===== config.mk =====
export PLATFORM = sky130hd
export DESIGN_NAME = kronos_dbus_flat
export DESIGN_NICKNAME = d
export VERILOG_FILES = /design/src/rtl/kronos_dbus_if.sv /design/src/rtl/kronos_dbus.sv /design/src/flat_wrapper.sv
export SDC_FILE = /design/constraint.sdc
export NUM_CORES = 1
export LEC_CHECK = 0
export ABC_AREA = 1
export CORE_MARGIN = 8
export CORE_UTILIZATION = 38
export DETAILED_ROUTE_END_ITERATION = 12
export GPL_TIMING_DRIVEN = 0
export PLACE_DENSITY = 0.84
export RECOVER_POWER = 25
export SYNTH_ARGS = -nofsm -noshare
export SYNTH_HDL_FRONTEND = slang
export SYNTH_SLANG_ARGS = --single-unit

===== constraint.sdc =====
create_clock -name clk -period 2.21 [get_ports clk]
set_input_delay 0.442 -clock clk [delete_from_list [all_inputs] [get_ports clk]]
set_output_delay 0.442 -clock clk [all_outputs]
set_load 0.1 [all_outputs]

===== src/rtl/kronos_dbus_if.sv =====
// kronos_dbus_if: LSU, SRAM and peripheral bus bundle for kronos_dbus.
// master = the router, slave = the LSU/SRAM/peripheral side.
interface kronos_dbus_if #(
  parameter int AW = 14
);
  logic [31:0]   data_addr;
  logic [31:0]   data_wr_data;
  logic [3:0]    data_wr_mask;
  logic          data_wr_en;
  logic          data_req;
  logic [31:0]   data_rd_data;
  logic          data_ack;
  logic          bus_err;

  logic          sram_en;
  logic          sram_we;
  logic [AW-1:0] sram_addr;
  logic [31:0]   sram_wdata;
  logic [3:0]    sram_wmask;
  logic [31:0]   sram_rdata;

  logic          per_valid;
  logic [31:0]   per_addr;
  logic [31:0]   per_wdata;
  logic [3:0]    per_wmask;
  logic          per_we;
  logic          per_ready;
  logic [31:0]   per_rdata;

  modport master (
    input  data_addr, data_wr_data, data_wr_mask,
    input  data_wr_en, data_req,
    output data_rd_data, data_ack, bus_err,
    output sram_en, sram_we, sram_addr,
    output sram_wdata, sram_wmask,
    input  sram_rdata,
    output per_valid, per_addr, per_wdata,
    output per_wmask, per_we,
    input  per_ready, per_rdata
  );

  modport slave (
    output data_addr, data_wr_data, data_wr_mask,
    output data_wr_en, data_req,
    input  data_rd_data, data_ack, bus_err,
    input  sram_en, sram_we, sram_addr,
    input  sram_wdata, sram_wmask,
    output sram_rdata,
    input  per_valid, per_addr, per_wdata,
    input  per_wmask, per_we,
    output per_ready, per_rdata
  );
endinterface


===== src/rtl/kronos_dbus.sv =====
// kronos_dbus: LSU data bus router, TCM SRAM vs peripheral port.
// Define KRONOS_DBUS_TIMEOUT_EN to build the peripheral wait timeout.
module kronos_dbus #(
  parameter logic [31:0] SRAM_BASE      = 32'h0000_0000,
  parameter logic [31:0] SRAM_SIZE      = 32'h0001_0000,
  parameter int          TIMEOUT_CYCLES = 255
) (
  input  logic             clk,
  input  logic             rstz,
  kronos_dbus_if.master    bus
);

  localparam int AW = $clog2(SRAM_SIZE) - 2;
  localparam logic [31:0] HI_MASK = ~(SRAM_SIZE - 32'd1);

  if (TIMEOUT_CYCLES < 1 || TIMEOUT_CYCLES > 255
      || SRAM_SIZE < 32'd8) begin : g_bad_cfg
    $error("kronos_dbus: bad parameter value");
  end

  typedef enum logic [1:0] {
    IDLE, SRAM, PER, RESP
  } state_e;

  state_e      state_q, state_d;
  logic        ack_q, ack_d;
  logic [31:0] rdata_q, rdata_d;
  logic        we_q, we_d;
  logic        pv_q, pv_d;
  logic [31:0] pa_q, pa_d;
  logic [31:0] pwd_q, pwd_d;
  logic [3:0]  pwm_q, pwm_d;
  logic        pwe_q, pwe_d;
  logic        sram_en;
  logic        hit;

`ifdef KRONOS_DBUS_TIMEOUT_EN
  localparam logic [7:0] CNT_LAST = 8'(TIMEOUT_CYCLES - 1);
  logic [7:0]  cnt_q, cnt_d;
  logic        err_q, err_d;
`endif

  assign hit = (bus.data_addr & HI_MASK) == SRAM_BASE;

  // Next-state and registered outputs of the access FSM.
  always_comb begin
    state_d = state_q;
    ack_d   = 1'b0;
    rdata_d = rdata_q;
    we_d    = we_q;
    pv_d    = pv_q;
    pa_d    = pa_q;
    pwd_d   = pwd_q;
    pwm_d   = pwm_q;
    pwe_d   = pwe_q;
    sram_en = 1'b0;
`ifdef KRONOS_DBUS_TIMEOUT_EN
    cnt_d   = cnt_q;
    err_d   = 1'b0;
`endif
    unique case (state_q)
      IDLE: begin
        if (bus.data_req) begin
          if (hit) begin
            sram_en = 1'b1;
            we_d    = bus.data_wr_en;
            state_d = SRAM;
          end else begin
            pv_d    = 1'b1;
            pa_d    = {bus.data_addr[31:2], 2'b00};
            pwd_d   = bus.data_wr_data;
            pwm_d   = bus.data_wr_mask;
            pwe_d   = bus.data_wr_en;
`ifdef KRONOS_DBUS_TIMEOUT_EN
            cnt_d   = 8'd0;
`endif
            state_d = PER;
          end
        end
      end
      SRAM: begin
        rdata_d = we_q ? 32'd0 : bus.sram_rdata;
        ack_d   = 1'b1;
        state_d = RESP;
      end
      PER: begin
        if (bus.per_ready) begin
          rdata_d = pwe_q ? 32'd0 : bus.per_rdata;
          ack_d   = 1'b1;
          pv_d    = 1'b0;
          state_d = RESP;
        end
`ifdef KRONOS_DBUS_TIMEOUT_EN
        else if (cnt_q == CNT_LAST) begin
          rdata_d = 32'd0;
          ack_d   = 1'b1;
          err_d   = 1'b1;
          pv_d    = 1'b0;
          state_d = RESP;
        end else begin
          cnt_d   = cnt_q + 8'd1;
        end
`endif
      end
      RESP: begin
        state_d = IDLE;
      end
      default: begin
        state_d = IDLE;
      end
    endcase
  end

  // State and output registers; reset abandons any access in flight.
  always_ff @(posedge clk or negedge rstz) begin
    if (!rstz) begin
      state_q <= IDLE;
      ack_q   <= 1'b0;
      rdata_q <= 32'd0;
      we_q    <= 1'b0;
      pv_q    <= 1'b0;
      pa_q    <= 32'd0;
      pwd_q   <= 32'd0;
      pwm_q   <= 4'd0;
      pwe_q   <= 1'b0;
`ifdef KRONOS_DBUS_TIMEOUT_EN
      cnt_q   <= 8'd0;
      err_q   <= 1'b0;
`endif
    end else begin
      state_q <= state_d;
      ack_q   <= ack_d;
      rdata_q <= rdata_d;
      we_q    <= we_d;
      pv_q    <= pv_d;
      pa_q    <= pa_d;
      pwd_q   <= pwd_d;
      pwm_q   <= pwm_d;
      pwe_q   <= pwe_d;
`ifdef KRONOS_DBUS_TIMEOUT_EN
      cnt_q   <= cnt_d;
      err_q   <= err_d;
`endif
    end
  end

  assign bus.data_ack     = ack_q;
  assign bus.data_rd_data = rdata_q;
`ifdef KRONOS_DBUS_TIMEOUT_EN
  assign bus.bus_err      = err_q;
`else
  assign bus.bus_err      = 1'b0;
`endif

  assign bus.sram_en    = sram_en;
  assign bus.sram_we    = bus.data_wr_en;
  assign bus.sram_addr  = bus.data_addr[AW+1:2];
  assign bus.sram_wdata = bus.data_wr_data;
  assign bus.sram_wmask = bus.data_wr_mask;

  assign bus.per_valid = pv_q;
  assign bus.per_addr  = pa_q;
  assign bus.per_wdata = pwd_q;
  assign bus.per_wmask = pwm_q;
  assign bus.per_we    = pwe_q;

endmodule


===== src/flat_wrapper.sv =====
// flat-port wrapper written by rule: the top's interface ports become plain ports
module kronos_dbus_flat 
#(
  parameter logic [31:0] SRAM_BASE      = 32'h0000_0000,
  parameter logic [31:0] SRAM_SIZE      = 32'h0001_0000,
  parameter int          TIMEOUT_CYCLES = 255
)
  (clk, rstz, bus_data_addr, bus_data_wr_data, bus_data_wr_mask, bus_data_wr_en, bus_data_req, bus_data_rd_data, bus_data_ack, bus_bus_err, bus_sram_en, bus_sram_we, bus_sram_addr, bus_sram_wdata, bus_sram_wmask, bus_sram_rdata, bus_per_valid, bus_per_addr, bus_per_wdata, bus_per_wmask, bus_per_we, bus_per_ready, bus_per_rdata);
  kronos_dbus_if bus_i ();
  input  logic clk;
  input  logic rstz;
  input wire logic [$bits(bus_i.data_addr)-1:0] bus_data_addr;
  input wire logic [$bits(bus_i.data_wr_data)-1:0] bus_data_wr_data;
  input wire logic [$bits(bus_i.data_wr_mask)-1:0] bus_data_wr_mask;
  input wire logic [$bits(bus_i.data_wr_en)-1:0] bus_data_wr_en;
  input wire logic [$bits(bus_i.data_req)-1:0] bus_data_req;
  output wire logic [$bits(bus_i.data_rd_data)-1:0] bus_data_rd_data;
  output wire logic [$bits(bus_i.data_ack)-1:0] bus_data_ack;
  output wire logic [$bits(bus_i.bus_err)-1:0] bus_bus_err;
  output wire logic [$bits(bus_i.sram_en)-1:0] bus_sram_en;
  output wire logic [$bits(bus_i.sram_we)-1:0] bus_sram_we;
  output wire logic [$bits(bus_i.sram_addr)-1:0] bus_sram_addr;
  output wire logic [$bits(bus_i.sram_wdata)-1:0] bus_sram_wdata;
  output wire logic [$bits(bus_i.sram_wmask)-1:0] bus_sram_wmask;
  input wire logic [$bits(bus_i.sram_rdata)-1:0] bus_sram_rdata;
  output wire logic [$bits(bus_i.per_valid)-1:0] bus_per_valid;
  output wire logic [$bits(bus_i.per_addr)-1:0] bus_per_addr;
  output wire logic [$bits(bus_i.per_wdata)-1:0] bus_per_wdata;
  output wire logic [$bits(bus_i.per_wmask)-1:0] bus_per_wmask;
  output wire logic [$bits(bus_i.per_we)-1:0] bus_per_we;
  input wire logic [$bits(bus_i.per_ready)-1:0] bus_per_ready;
  input wire logic [$bits(bus_i.per_rdata)-1:0] bus_per_rdata;
  assign bus_i.data_addr = bus_data_addr;
  assign bus_i.data_wr_data = bus_data_wr_data;
  assign bus_i.data_wr_mask = bus_data_wr_mask;
  assign bus_i.data_wr_en = bus_data_wr_en;
  assign bus_i.data_req = bus_data_req;
  assign bus_data_rd_data = bus_i.data_rd_data;
  assign bus_data_ack = bus_i.data_ack;
  assign bus_bus_err = bus_i.bus_err;
  assign bus_sram_en = bus_i.sram_en;
  assign bus_sram_we = bus_i.sram_we;
  assign bus_sram_addr = bus_i.sram_addr;
  assign bus_sram_wdata = bus_i.sram_wdata;
  assign bus_sram_wmask = bus_i.sram_wmask;
  assign bus_i.sram_rdata = bus_sram_rdata;
  assign bus_per_valid = bus_i.per_valid;
  assign bus_per_addr = bus_i.per_addr;
  assign bus_per_wdata = bus_i.per_wdata;
  assign bus_per_wmask = bus_i.per_wmask;
  assign bus_per_we = bus_i.per_we;
  assign bus_i.per_ready = bus_per_ready;
  assign bus_i.per_rdata = bus_per_rdata;
  kronos_dbus #(.SRAM_BASE(SRAM_BASE), .SRAM_SIZE(SRAM_SIZE), .TIMEOUT_CYCLES(TIMEOUT_CYCLES)) u_core (.clk(clk), .rstz(rstz), .bus(bus_i));
endmodule

## After elaboration in Yosys (flattened, before gate mapping)

Cells that the tools add are included.

- Eq/ne operators: 6
- Muxes and demuxes: 17
- Bitwise logic cells: 1
- Reductions and logical operators: 9

Operators by type and width:

| operator | number |
|---|---|
| 32-bit two-way mux | 3 |
| 32-bit case mux with 2 select lines | 1 |
| 32-bit zero test | 1 |
| 2-bit case mux with 4 select lines | 1 |
| 1-bit two-way mux | 7 |
| 2-bit two-way mux | 3 |
| 2-bit inequality test (second input constant) | 3 |
| 3-bit AND reduction | 2 |
| 2-bit equality test (second input constant) | 2 |
| 1-bit case mux with 2 select lines | 2 |
| 2-bit AND reduction | 2 |
| 4-bit AND reduction | 1 |
| 2-bit nonzero test | 2 |
| 2-bit by 1-bit equality test with 1-bit output (second input constant) | 1 |
| 2-bit zero test | 1 |
| 1-bit inverter | 1 |

- Bits in registers: 104
- Output and inout port bits: 156
- Word-level logic and storage cells: 42

## Logic depth before layout (Yosys ltp)

Gate-level depths: netlist (run 1).

- Depth in word-level cells: 4
- Depth in mapped cells: 9
- Gate-level depth less buffers: 8

## Worst setup path after synthesis (run 1)

OpenSTA, ideal clock, no wires.

- Path kind: register to output
- From: register u_core.state_q[0]
- To: output port bus_sram_en
- Data arrival time: 2.462 ns
- Data required time: 1.768 ns
- Setup slack: -0.694 ns
- Cell stages (with the launch flop): 7
- Path buffers: 2
- Path through: dfrtp_1 > inv_1 > ha_1 > buf_2 > clkbuf_1 > nand3_1 > nor2_1

- Word-level cells in the longest chain between the ends: 2

Ends and longest elaborated chain:

| item | RTL line | text |
|---|---|---|
| start: declaration | kronos_dbus.sv:25 | `state_e state_q, state_d;` |
| start signal: assignment | kronos_dbus.sv:131 | `state_q <= state_d;` |
| 2-bit zero test | kronos_dbus.sv:61 | `unique case (state_q)` |
| 1-bit two-way mux | kronos_dbus.sv:61 |  |
| end: declaration | flat_wrapper.sv:20 | `output wire logic [$bits(bus_i.sram_en)-1:0] bus_sram_en;` |

Every way passes these cells.

## Final worst setup path (run 1)

- From: input port bus_data_addr[19]
- To: output port bus_sram_en

- Word-level cells in the longest chain between the ends: 4

Ends and longest elaborated chain:

| item | RTL line | text |
|---|---|---|
| start: declaration | flat_wrapper.sv:12 | `input wire logic [$bits(bus_i.data_addr)-1:0] bus_data_addr;` |
| 32-bit zero test | kronos_dbus.sv:43 | `assign hit = (bus.data_addr & HI_MASK) == SRAM_BASE;` |
| 1-bit two-way mux | kronos_dbus.sv:64 | `if (hit) begin` |
| 1-bit two-way mux | kronos_dbus.sv:63 | `if (bus.data_req) begin` |
| 1-bit two-way mux | kronos_dbus.sv:61 |  |

Every way passes these cells.

==> results of run 1 <==
[metrics by stage]
stage,TNS (ps),hold WS (ps),area [µm²],std cells
global route,0,409,8430,1068
global placement,-371300,453,8120,1050
finish,0,314,8430,1068
detailed placement,-22050,457,8140,1051
floorplan,0,146,5040,588
CTS,0,102,8390,1065
[registers in the layout, summed over array words and instances, names as in the netlist]
name and count:
u_core.bus.data_rd_data 32, u_core.bus.per_wdata 32, u_core.bus.per_addr 30, u_core.bus.per_wmask 4, u_core.state_q 2, u_core.bus.data_ack 1
u_core.bus.per_valid 1, u_core.bus.per_we 1, u_core.we_q 1
[path summary, 6_finish.rpt]
| path | from | endpoint | slack (ps) | depth (start not counted) |
|---|---|---|---|---|
| setup / recovery | bus_data_addr[19] | bus_sram_en | 70 | 7 |
| hold / removal | rstz | u_core.bus.per_addr[29] | 310 | 1 |
| setup reg to reg | u_core.state_q[0] | u_core.bus.data_rd_data[8] | 490 | 7 |
| hold reg to reg | u_core.bus.per_addr[22] | u_core.bus.per_addr[22] | 460 | 2 |
| max in group asynchronous | rstz | u_core.bus.data_rd_data[4] | 1010 | 2 |
| min in group clk | u_core.bus.per_addr[22] | u_core.bus.per_addr[22] | 460 | 2 |
[kinds of logic (layout without fill, tap and decap cells)]
family / after synthesis / count (layout) / share of synthesized area
compound gates: 40 / 40 / 0.0506
simple gates: 329 / 329 / 0.291
buf+inv: 109 / 413 / 0.132
other cells: 1 / 3 / 0.000747
fa+ha+maj: 3 / 3 / 0.00748
flops: 104 / 104 / 0.518
[cell usage in the layout, fill, tap and decap left out, types with 2 or more instances in the layout]
cell type / n
nand4_1: 67
clkbuf_16: 9
clkdlybuf4s15_2: 51
a21oi_1: 4
a31oi_1: 32
clkinv_2: 3
nor2_4: 3
o21ai_0: 2
nand2_1: 179
clkbuf_2: 2
inv_1: 9
dfrtp_1: 104
buf_6: 4
buf_12: 2
nand3_1: 33
clkbuf_1: 19
buf_2: 14
ha_1: 3
buf_1: 6
conb_1: 3
dlygate4sd2_1: 102
nor2_1: 44
buf_4: 58
clkdlybuf4s50_1: 131
[per-layer routing]
layer	track usage	share of wire	vias up
met1	0.236	0.37	2457
met3	0.0795	0.11	20
li1	-	-	2528
met5	0	0	-
met2	0.380	0.50	245
met4	0.0655	0.014	0
[final cells by class]
cell class / count / area [µm²]
fill: 1157 / 4650
sequential: 104 / 2600
clock buffer: 11 / 243
clock inverter: 4 / 45.0
buffer: 99 / 643
timing repair buffer: 290 / 2850
tap: 176 / 220
inverter: 9 / 33.8
multi-input combinational: 375 / 1790
[worst max-delay path, stage by stage]
cell and delay, ps:
clkdlybuf4s50_1 430, nor2_1 120, nand2_1 110, nor2_4 170, nand3_4 100, nor2_4 140, buf_12 180
[repair_timing]
action	4_1_cts	5_1_grt
pin swaps	0	4
resized for setup	268	5
endpoints found under the setup margin	153	1
hold buffers	0	0
setup buffers	0	3
==> results.txt, run 1 <==
outcome = finished, final reports clean
largest net degree at the start of global routing = 63
syn avg cell area = 8.57 µm²
cell with the most instances after synthesis = nand2_1
Residual DRC = 0
Worst-Margin Slew = 1170 ps
fin worst setup slack = 69.7 ps
max-slew violation count = 0
number of synthesized register bits = 104
per-cell routed wire length = 18.0 µm
clk sinks = 104
Skew-Pair Late Insertion Delay = 350 ps
CP Launch Type = input pin
Highest Clock Rate = 467 MHz
CP arrival = 1700 ps
area share of the largest cell type after synthesis = 0.518
Ports = 293
CP Class = input pin to output pin
Async SR Flop Fraction = 1.00
Synth warnings = 0
Rows = 42
post-synth top area cell = dfrtp_1
critical path endpoint category = output pin
# H-tree levels = 3
Seq/Total Area, Yosys = 0.518
antenna-violating nets left = 0
Die ar. = 17100 µm²
total core area = 13100 µm²
initial cell density of the core = 0.384
fin nets = 1028
CP Max Fanout = 2
clock skew = 8.30 ps
WL final = 19200 µm
worst min-delay path category = input pin to asynchronous set/reset pin
# Max-Cap Violations = 0
Synth Instances = 586
most frequent cells after synthesis = nand2_1 (179), dfrtp_1 (104), nand4_1 (67), buf_4 (55), nor2_1 (45)
DIE WIDTH = 131 µm
DR pass1 iterations = 4
Area Overhead vs Synth = 68.0%
Vias = 5250
fraction of layout cells with a size suffix above 1 = 0.172
final design utilization = 0.644
Detail Placement HPWL = 14900 µm
relative slew slack = 0.222
Fin. Hold Viols = 0
final setup vio count = 0
prevailing post-synth register cell = dfrtp_1
CTS Buf Count = 9
CTS tree = built
dpl ws = -1210 ps
clock tree buffer depth = 2
Clk pin slew, worst setup/hold paths = 70 ps
initial antenna violation count = 0
RSZ-0062 raised after global routing = false
IO buf count = 286
Total Routing Usage GR = 0.216
Tmin final = 2140 ps
top post-synthesis cells by area = dfrtp_1 (52%), nand2_1 (13%), nand4_1 (8.3%)
height of the die = 131 µm
Final Wtd Congestion = 0.834
vias in the first global route = 5238
global-route wire length before repair = 28200 µm
vias per inst = 4.92
Diodes inserted = 0
Final period util = 0.968
1st-iter DRT viols = 280
number of synthesized flops with an enable pin = 0
Distinct cells, synth = 21
Synth Cell Area = 5020 µm²
CTS Root Cell = clkbuf_16
grt total ovfl = 0
critical path data required time = 1770 ps
Power of run 1 is left out: the tool's default activity adds up to more than one toggle a clock period on the data nets, which glitch-free logic cannot reach.
==> run 2: changes to the inputs <==
--- a/config.mk
+++ b/config.mk
@@ -11,7 +11,7 @@
 export DETAILED_ROUTE_END_ITERATION = 12
 export GPL_TIMING_DRIVEN = 0
 export PLACE_DENSITY = 0.84
-export RECOVER_POWER = 25
+export SLEW_MARGIN = 40
 export SYNTH_ARGS = -nofsm -noshare
 export SYNTH_HDL_FRONTEND = slang
 export SYNTH_SLANG_ARGS = --single-unit
==> run 2 against run 1 <==
Via count decreased by 1.4%; register-to-register slack hardly changed; utilization shrank 5.0 points; cell count about the same; critical endpoint unchanged.
==> results.txt, run 2 (synthesis results as in run 1) <==
grt total ovfl = 0 (unchanged)
most common cell after layout, fill and taps aside = nand2_1 (unchanged)
antenna-violating nets left = 0 (unchanged)
commonest cells after routing, fill and taps aside = nand2_1 (179), buf_2 (166), clkdlybuf4s50_1 (131), dfrtp_1 (104), nand4_1 (67) (was nand2_1 (179), clkdlybuf4s50_1 (131), dfrtp_1 (104), dlygate4sd2_1 (102), nand4_1 (67))
critical path data required time = 1770 ps (about the same)
Tmin final = 2110 ps (was 2140 ps)
worst path cell trace = clkdlybuf4s50_1, nor2_1, nand2_1, nor2_4, nand3_4, nor2_4, buf_12 (unchanged)
WL final = 18300 µm (was 19200 µm)
Final Non-Filler Cells = 1067 (was 1068)
final setup vio count = 0 (unchanged)
fin nets = 1026 (was 1028)
DR pass1 iterations = 4 (unchanged)
Skew-Pair Late Insertion Delay = 350 ps (about the same)
CP Launch Type = input pin (unchanged)
clk sinks = 104 (unchanged)
final design utilization = 0.594 (was 0.644)
Max stage delay on crit path = 450 ps (was 430 ps)
Die ar. = 17100 µm² (unchanged)
DIE WIDTH = 131 µm (unchanged)
CP Class = input pin to output pin (unchanged)
CP arrival = 1660 ps (was 1700 ps)
clock tree buffer depth = 2 (unchanged)
worst min-delay path category = input pin to flip-flop (was input pin to asynchronous set/reset pin)
Ports = 293 (unchanged)
Vias = 5176 (was 5250)
max-slew violation count = 0 (unchanged)
# H-tree levels = 3 (unchanged)
Diodes inserted = 0 (unchanged)
CP most frequent cell = nor2_4 (unchanged)
slowest CP cell = clkdlybuf4s50_1 (unchanged)
RSZ-0062 raised after global routing = false (unchanged)
vias in the first global route = 5007 (was 5238)
largest net degree at the start of global routing = 63 (unchanged)
Residual DRC = 0 (unchanged)
global-route wire length before repair = 27300 µm (was 28200 µm)
Post-Place Cell Area = 7390 µm² (was 8140 µm²)
per-cell routed wire length = 17.1 µm (was 18.0 µm)
# Max-Cap Violations = 0 (unchanged)
Min Hold Slack = 451 ps (was 314 ps)
initial cell density of the core = 0.384 (unchanged)
clock skew = 3.75 ps (was 8.30 ps)
1st-iter DRT viols = 286 (was 280)
finished layout cell area = 7780 µm² (was 8430 µm²)
IO buf count = 286 (unchanged)
Fin. Hold Viols = 0 (unchanged)
Highest Clock Rate = 475 MHz (was 467 MHz)
Rows = 42 (unchanged)
Area Overhead vs Synth = 54.9% (was 68.0%)
height of the die = 131 µm (unchanged)
CTS Root Cell = clkbuf_16 (unchanged)
Placed Cells incl. Taps = 1051 (unchanged)
CTS Buf Count = 9 (unchanged)
Detail Placement HPWL = 14400 µm (was 14900 µm)
Total Routing Usage GR = 0.208 (was 0.216)
vias per inst = 4.85 (was 4.92)
Worst-Margin Slew = 533 ps (was 1170 ps)
total core area = 13100 µm² (unchanged)
relative slew slack = 0.644 (was 0.222)
fraction of layout cells with a size suffix above 1 = 0.284 (was 0.172)
CP Max Fanout = 2 (unchanged)
Final Wtd Congestion = 0.834 (unchanged)
Clk pin slew, worst setup/hold paths = 70 ps (about the same)
outcome = finished, final reports clean (unchanged)
initial antenna violation count = 0 (unchanged)
critical path endpoint category = output pin (unchanged)
Final period util = 0.953 (was 0.968)
CTS tree = built (unchanged)
[run 2: changes by cell type in the layout (fill, tap and decap cells not counted), sizes merged]
cell           change
dlygate4sd3        +1
bufinv             +1
clkinv             -2
dlymetal6s2s       +1
buf              +151
clkdlybuf4s15     -51
clkbuf             -2
clkinvlp           +2
dlygate4sd2      -102
[run 2: final cells by class]
class,count,area (µm²)
inverters,9,33.8
flip-flops and latches,104,2600
well taps,176,220
clock inverters,5,80.1
multi-input cells,375,1790
plain buffers,98,638
fillers,1172,5310
repair buffers,289,2160
clock buffers,11,243
[run 2: worst paths after layout]
check                                   startpoint                         end  slack [ps]  depth (start not counted)
setup / recovery                 bus_data_addr[29]                 bus_sram_en         100                          7
hold / removal                   bus_data_addr[31]     u_core.bus.per_addr[31]         450                          3
setup reg to reg                 u_core.state_q[0]  u_core.bus.data_rd_data[5]         500                          7
hold reg to reg            u_core.bus.per_addr[22]     u_core.bus.per_addr[22]         470                          2
max in group asynchronous                     rstz  u_core.bus.data_rd_data[4]        1040                          3
min in group asynchronous                     rstz     u_core.bus.per_addr[29]         560                          2
[run 2: what timing repair did]
item                                   CTS  global route
setup endpoints to repair                1             1
endpoints found under the hold margin   42             0
hold buffers                             1             0
setup buffers                            0             1
pin swaps                                0             4
gates resized for setup                  8             6
[run 2: worst max-delay path: cells and delay by family]
kind	cells	cell delay, ps
simple gates	5	600
buf+inv	2	630
[run 2: metal layers]
metal / GRT usage / wire length [µm]
met1: 0.245 / 7150
met2: 0.347 / 8850
met3: 0.0755 / 2110
met4: 0.0648 / 174
met5: 0 / 0
[run 2: stage by stage]
stage	setup TNS, ps	setup slack, ps
after floorplan	0	32.8
after global placement	-371300	-3370
after detailed placement	-447	-447
after CTS	0	23.5
after global routing	0	7.91
final	0	104
Power of run 2 is left out for the same reason.
